[src/rtl/core_pkg.sv]
// Core-wide opcode constants and pipeline slot types shared by the
// hazard tracking and stall control logic.
package core_pkg;

  localparam logic [6:0] OPCODE_OP       = 7'b0110011;
  localparam logic [6:0] OPCODE_OPIMM    = 7'b0010011;
  localparam logic [6:0] OPCODE_SYSTEM   = 7'b1110011;
  localparam logic [6:0] OPCODE_MISC_MEM = 7'b0001111;
  localparam logic [6:0] OPCODE_LOAD     = 7'b0000011;
  localparam logic [6:0] OPCODE_STORE    = 7'b0100011;
  localparam logic [6:0] OPCODE_LUI      = 7'b0110111;
  localparam logic [6:0] OPCODE_AUIPC    = 7'b0010111;
  localparam logic [6:0] OPCODE_JAL      = 7'b1101111;
  localparam logic [6:0] OPCODE_JALR     = 7'b1100111;
  localparam logic [6:0] OPCODE_BRANCH   = 7'b1100011;

  typedef struct packed {
    logic [6:0] opcode;
    logic [4:0] dest;
    logic       wen;
  } pipe_slot_t;

  localparam pipe_slot_t BUBBLE_SLOT = '{opcode: 7'b0, dest: 5'd0, wen: 1'b0};

  // Opcode classes that produce a register result.
  function automatic logic opcode_writes_rd(input logic [6:0] opcode);
    case (opcode)
      OPCODE_OP, OPCODE_OPIMM, OPCODE_LOAD, OPCODE_LUI,
      OPCODE_AUIPC, OPCODE_JAL, OPCODE_JALR: opcode_writes_rd = 1'b1;
      default:                               opcode_writes_rd = 1'b0;
    endcase
  endfunction

  // Build a slot from raw ID fields; x0 and non-writers carry dest 0.
  function automatic pipe_slot_t make_slot(input logic [6:0] opcode,
                                           input logic [4:0] dest);
    pipe_slot_t s;
    s.opcode = opcode;
    s.wen    = opcode_writes_rd(opcode) && (dest != 5'd0);
    s.dest   = s.wen ? dest : 5'd0;
    return s;
  endfunction

endpackage

[src/rtl/stall_watchdog.sv]
// Counts stalled cycles (saturating) and raises a sticky flag when a single
// stall run lasts STALL_TIMEOUT cycles.
module stall_watchdog #(
  parameter int STALL_TIMEOUT = 15
) (
  input  logic        clk,
  input  logic        reset,
  input  logic        hold,
  output logic [15:0] stall_count,
  output logic        stall_timeout
);

  localparam logic [7:0] RUN_LIMIT = STALL_TIMEOUT[7:0];

  logic [7:0] run_q;
  logic [7:0] run_nxt;

  // Run counter parks at the limit so it cannot wrap back under it.
  always_comb begin
    run_nxt = 8'd0;
    if (hold) run_nxt = (run_q == RUN_LIMIT) ? run_q : run_q + 8'd1;
  end

  always_ff @(posedge clk or negedge reset) begin
    if (!reset) begin
      run_q         <= 8'd0;
      stall_count   <= 16'd0;
      stall_timeout <= 1'b0;
    end else begin
      run_q <= run_nxt;
      if (hold && stall_count != 16'hFFFF) stall_count <= stall_count + 16'd1;
      if (hold && run_nxt == RUN_LIMIT) stall_timeout <= 1'b1;
    end
  end

endmodule

[src/rtl/hazard_dest_tracker.sv]
// Tracks opcode/destination/write-enable of the EX, LSU and WB slots so the
// stall controller can detect RAW hazards; slots always advance.
module hazard_dest_tracker
  import core_pkg::*;
#(
  parameter int STALL_TIMEOUT = 15
) (
  input  logic        clk,
  input  logic        reset,
  input  logic        ID_valid_ip,
  input  logic [6:0]  ID_instr_opcode_ip,
  input  logic [4:0]  ID_reg_dest_ip,
  input  logic        stall_ip,
  input  logic        flush_ip,
  output logic [6:0]  EX_instr_opcode_op,
  output logic [4:0]  EX_reg_dest_op,
  output logic [4:0]  LSU_reg_dest_op,
  output logic [4:0]  WB_reg_dest_op,
  output logic        WB_write_reg_en_op,
  output logic        IF_ID_hold_op,
  output logic [15:0] stall_count_op,
  output logic        stall_timeout_op
);

  pipe_slot_t ex_q, lsu_q, wb_q;
  pipe_slot_t id_slot;
  logic       accept;

  assign accept  = ID_valid_ip && !stall_ip && !flush_ip;
  assign id_slot = make_slot(ID_instr_opcode_ip, ID_reg_dest_ip);

  // Flush wins over stall: a killed instruction must not freeze fetch.
  assign IF_ID_hold_op = stall_ip && ID_valid_ip && !flush_ip;

  // No enable on purpose: a stalled ID feeds bubbles while older work drains.
  always_ff @(posedge clk or negedge reset) begin
    if (!reset) begin
      ex_q  <= BUBBLE_SLOT;
      lsu_q <= BUBBLE_SLOT;
      wb_q  <= BUBBLE_SLOT;
    end else begin
      ex_q  <= accept ? id_slot : BUBBLE_SLOT;
      lsu_q <= ex_q;
      wb_q  <= lsu_q;
    end
  end

  assign EX_instr_opcode_op = ex_q.opcode;
  assign EX_reg_dest_op     = ex_q.dest;
  assign LSU_reg_dest_op    = lsu_q.dest;
  assign WB_reg_dest_op     = wb_q.dest;
  assign WB_write_reg_en_op = wb_q.wen;

  logic unused_wb_opcode;
  assign unused_wb_opcode = ^wb_q.opcode;

  stall_watchdog #(
    .STALL_TIMEOUT (STALL_TIMEOUT)
  ) u_stall_watchdog (
    .clk           (clk),
    .reset         (reset),
    .hold          (IF_ID_hold_op),
    .stall_count   (stall_count_op),
    .stall_timeout (stall_timeout_op)
  );

endmodule

[config.mk]
export PLATFORM = sky130hd
export DESIGN_NAME = hazard_dest_tracker
export DESIGN_NICKNAME = d
export VERILOG_FILES = /design/src/rtl/core_pkg.sv /design/src/rtl/stall_watchdog.sv /design/src/rtl/hazard_dest_tracker.sv
export SDC_FILE = /design/constraint.sdc
export NUM_CORES = 1
export LEC_CHECK = 0
export CORE_ASPECT_RATIO = 1.25
export CORE_MARGIN = 2
export CORE_UTILIZATION = 45
export DETAILED_ROUTE_END_ITERATION = 10
export DONT_BUFFER_PORTS = 1
export GPL_TIMING_DRIVEN = 0
export REMOVE_ABC_BUFFERS = 1
export SYNTH_ARGS = -nofsm -noshare
export SYNTH_HDL_FRONTEND = slang
export SYNTH_SLANG_ARGS = --single-unit
[constraint.sdc]
create_clock -name clk -period 2.4 [get_ports clk]
set_input_delay 0.48 -clock clk [delete_from_list [all_inputs] [get_ports clk]]
set_output_delay 0.48 -clock clk [all_outputs]
set_load 0.1 [all_outputs]
### Word level (Yosys, flattened, before mapping)

Cells that the tools add are included.

* muxes and demuxes: 5
* shifts and indexed selects: 0
* magnitude comparators: 0
* divide/modulo/power cells: 0
* reductions and logical operators: 11
* bitwise logic cells: 0
* add/sub/neg operators: 2
* equal/unequal tests: 10
* multipliers: 0

Operators by type and width (number)
* adder 16 x 1 -> 16 bit (second input constant): 1
* == test 8 x 4 -> 1 bit (second input constant): 2
* two-way mux 8 bit: 2
* inequality test 16 bit (second input constant): 1
* == test 7 x 5 -> 1 bit (second input constant): 2
* == test 7 x 6 -> 1 bit (second input constant): 2
* == test 7 bit (second input constant): 2
* two-way mux 13 bit: 1
* adder 8 x 1 -> 8 bit (second input constant): 1
* == test 7 x 2 -> 1 bit (second input constant): 1
* logical AND 1 bit: 7
* OR reduction 7 bit: 1
* two-way mux 5 bit: 1
* nonzero test 5 bit: 1
* zero test 1 bit: 2
* two-way mux 1 bit: 1

* flip-flop bits (word level): 50
* memories: 0
* RAM bits: 0
* latch bits: 0
* memory bits (read-only): 0

### Depth between registers and ports, before layout

* depth after elaboration: 6
* mapped depth: 5

### Hierarchy

A second synthesis with hierarchy kept.

* cell total of the unflattened synthesis: 193
* area total of the unflattened synthesis: 2253.4 µm²

By module, submodules not included
* stall_watchdog: area each 1303.8 µm², sequential area each 625.6 µm², cells each 124, instances 1
* hazard_dest_tracker: area each 949.7 µm², sequential area each 625.6 µm², cells each 69, instances 1

### Worst setup path after synthesis

No wires, ideal clock.

* path kind: reg2reg
* from: register u_stall_watchdog.stall_count[0]
* to: register u_stall_watchdog.stall_count[8]
* cell stages (with the launch flop): 6
* clock period less this slack: 2.379 ns
* arrival time: 2.220 ns
* required time: 2.241 ns
* slack: 0.021 ns
* library setup time: 0.159 ns
* cell sequence: dfrtp_1 ha_1 inv_1 nor4_1 nand4_1 xnor2_1

* longest elaborated chain between the ends: 2
* elaborated cells on any way between the ends: 3
* classes of those cells: 1 x add/sub; 1 x eq/ne; 1 x reduce/logical

Ends and longest elaborated chain
* from (decl): line stall_watchdog.sv:9 `output logic [15:0] stall_count,`
* from (signal assigned): line stall_watchdog.sv:31 `if (hold && stall_count != 16'hFFFF) stall_count <= stall_count + 16'd1;`
* branches (longest 2 deep; another with adder 16 x 1 -> 16 bit)

Several ways; the timed one is not identified.
A chain may end at the register's enable or synchronous reset.

### Worst setup path after layout

* from: register u_stall_watchdog.stall_count[0]
* to: register u_stall_watchdog.stall_count[12]

Same word-level chain as after synthesis.

==> metrics.txt <==
Crit Path Category=register to register; asr flop ratio synth=100%; cell taking the most area after synthesis=dfrtp_1; Post-DRT Antenna Nets=0; Critical Path Start Type=register; WP data arrival=2320 ps; Overflow after GRT=0; RD Place Congestion=0.770; sequential fraction of the synthesis area=57.8%; number of flops mapped to enable cells by yosys=0; drt pass-1 iters=4; leakage power=0.00101 uW; GRT Overall Usage=15.1%; # diodes=0; post-route minimum period=2150 ps; Cell Pwr Density=821 nW/um^2; clock buffer count from CTS=5; H-tree Lvls=2; required time worst endpoint=2570 ps; share of cells above drive strength 1=21.0%; vias=1272; DRC Markers=0; Layout Skew=2.29 ps; Post-Synthesis Cell Area=2160 sq um; Fmax achieved=464 MHz; Max-cap violations=0; Core Box Area=4690 sq um; dominant cells by area after synthesis=dfrtp_1, buf_4, xnor2_1, and2_1, nand3_1; port bufs=0; worst slew pin tran=924 ps; DP Cell Count=223; vias in the first global route=1285; count leader, synth=dfrtp_1; Final Setup Violations=0; Die Span Y=81.5 um; Setup WS post-layout=245 ps; Clock Tree Buf Depth=2; slowest CP cell=dfrtp_2; outcome=finished clean; CP peak stage delay=730 ps; DRT iter0 DRCs=87; CP Capture Type=register; Layout Utilization=48.6%; Worst IR Drop VDD=392 uV; starting density of the core=46.1%; final period utilization=89.8%; largest net degree at the start of global routing=51; Top delay family on crit path=flip-flops; vias per inst=5.39; crit path cell chain=ha_1 -> inv_1 -> nor4_2 -> nand3_1 -> xnor2_1; fillcell total=443; clock tree from TritonCTS=done; Hold Vio Cnt, Final=0; Primary FF master, synth=dfrtp_1; syn_area_per_cell=11.9 sq um; Rel. slew slack=38.4%; pre-CTS setup slack=-457 ps; initial antenna violation count=0; die width=66.0 um; WL/cell=16.3 um; first-pass GRT wire length=6130 um; list of most frequent post-synthesis cells=dfrtp_1, buf_4, and2_1, xnor2_1, nand3_1; clk root buf=clkbuf_8; Mapped Cells=182; clock sink total=50; post-synth top area share=57.8%; Worst Hold Class=input port to asynchronous set/reset pin; Layout Cells excl Fill=236; Layout Area Growth over Synthesis=5.43%; Rows=28; warnings from Yosys=0; Slew Viols, Final=0; synthesized flop and latch total=50; worst-path fanout max=6; Buf+Inv Stages, Crit Path=1; I/O pin cnt=58; Die ar.=5380 sq um; RSZ-0062 raised after global routing=no; Cell variety after synth=37; Worst-path clk slew=90 ps; DP Wirelength=2750 um; Nets=194; Clock Latency Late Sink=290 ps; Post-Route WL=3840 um
cells in the final DEF, fill, tap and decap left out, types with 3 or more instances in the layout:
| cell | Yosys | final |
|---|---|---|
| dfrtp_1 | 50 | 34 |
| dfrtp_2 | 0 | 14 |
| xnor2_1 | 13 | 13 |
| and2_1 | 13 | 13 |
| nand3_1 | 9 | 9 |
| nor2_1 | 7 | 7 |
| nand2_1 | 6 | 6 |
| a21oi_1 | 6 | 6 |
| o21ai_0 | 5 | 5 |
| inv_1 | 5 | 5 |
| o211ai_1 | 5 | 5 |
| clkbuf_8 | 0 | 5 |
| nor3_1 | 4 | 4 |
| and3_1 | 4 | 4 |
| buf_4 | 17 | 4 |
| or3_1 | 3 | 3 |
| xor2_1 | 3 | 3 |
| nand4_1 | 3 | 3 |
path summary, 6_finish.rpt:
path                                                             startpoint  slack (ps)                                           end  depth (start not counted)
worst min register to register                           lsu_q[0]$_DFF_PN0_         360                  WB_write_reg_en_op$_DFF_PN0_                          0
max in group asynchronous                                             reset        2140   u_stall_watchdog.stall_count[6]$_DFFE_PN0P_                          1
min in group clk                                      ID_instr_opcode_ip[6]         300               EX_instr_opcode_op[6]$_DFF_PN0_                          1
worst min-delay path                                                  reset          20                   WB_reg_dest_op[0]$_DFF_PN0_                          1
worst max register to register  u_stall_watchdog.stall_count[0]$_DFFE_PN0P_         250  u_stall_watchdog.stall_count[12]$_DFFE_PN0P_                          5
worst max-delay path            u_stall_watchdog.stall_count[0]$_DFFE_PN0P_         250  u_stall_watchdog.stall_count[12]$_DFFE_PN0P_                          5
routing by layer:
metal  track usage (%)  part of all wire (%)  vias to the layer above
li1                  -                     -                      606
met1              19.0                    41                      631
met2              24.5                    52                       28
met3              3.97                   5.0                        7
met4              6.73                   1.7                        0
met5                 0                     0                        -
report_power, final:
part	internal (uW)	switching (uW)	total, uW
logic	55.5	77.5	133
clock network	205	273	478
registers	886	376	1260
area by class of cell:
| type | count | area, sq um | area share, % |
|---|---|---|---|
| sequential | 50 | 1280 | 55.9 |
| multi-input combinational | 107 | 761 | 33.3 |
| clock inverter | 3 | 21.3 | 0.932 |
| clock buffer | 5 | 68.8 | 3.02 |
| tap | 60 | 75.1 | 3.29 |
| inverter | 6 | 22.5 | 0.987 |
| timing repair buffer | 5 | 57.6 | 2.52 |
sequential cells by signal (all words and copies together) (netlist names):
signal                          cells
u_stall_watchdog.stall_count       16
u_stall_watchdog.run_q              8
EX_instr_opcode_op                  7
EX_reg_dest_op                      5
LSU_reg_dest_op                     5
WB_reg_dest_op                      5
WB_write_reg_en_op                  1
ex_q                                1
lsu_q                               1
u_stall_watchdog.stall_timeout      1
stage by stage:
step | setup TNS (ps) | instance area [sq um] | power, uW | hold slack, ps
2_1_floorplan | -96.7 | 2020 | 1340 | 184
3_3_place_gp | -3440 | 2100 | 1370 | 186
3_5_place_dp | -4140 | 2100 | 1390 | 186
4_1_cts | -64.2 | 2240 | 1890 | 25.5
5_1_grt | 0 | 2280 | 1950 | 23.1
6_report | 0 | 2280 | 1870 | 18.5
logic make-up after synthesis:
kind of cell	synth area share, %
flops	57.8
xor+xnor	6.47
fa+ha+maj	1.16
mux	1.50
buf+inv	7.63
compound gates	8.56
simple gates	16.9
repair_timing:
action                     CTS  global route
pin swaps                    0             1
gates resized for setup     18             2
setup buffers                0             4
hold buffers                 1             0
hold endpoints to repair    50             0
setup endpoints to repair   16            11
Note: power is estimated with default switching activity, not from simulation.
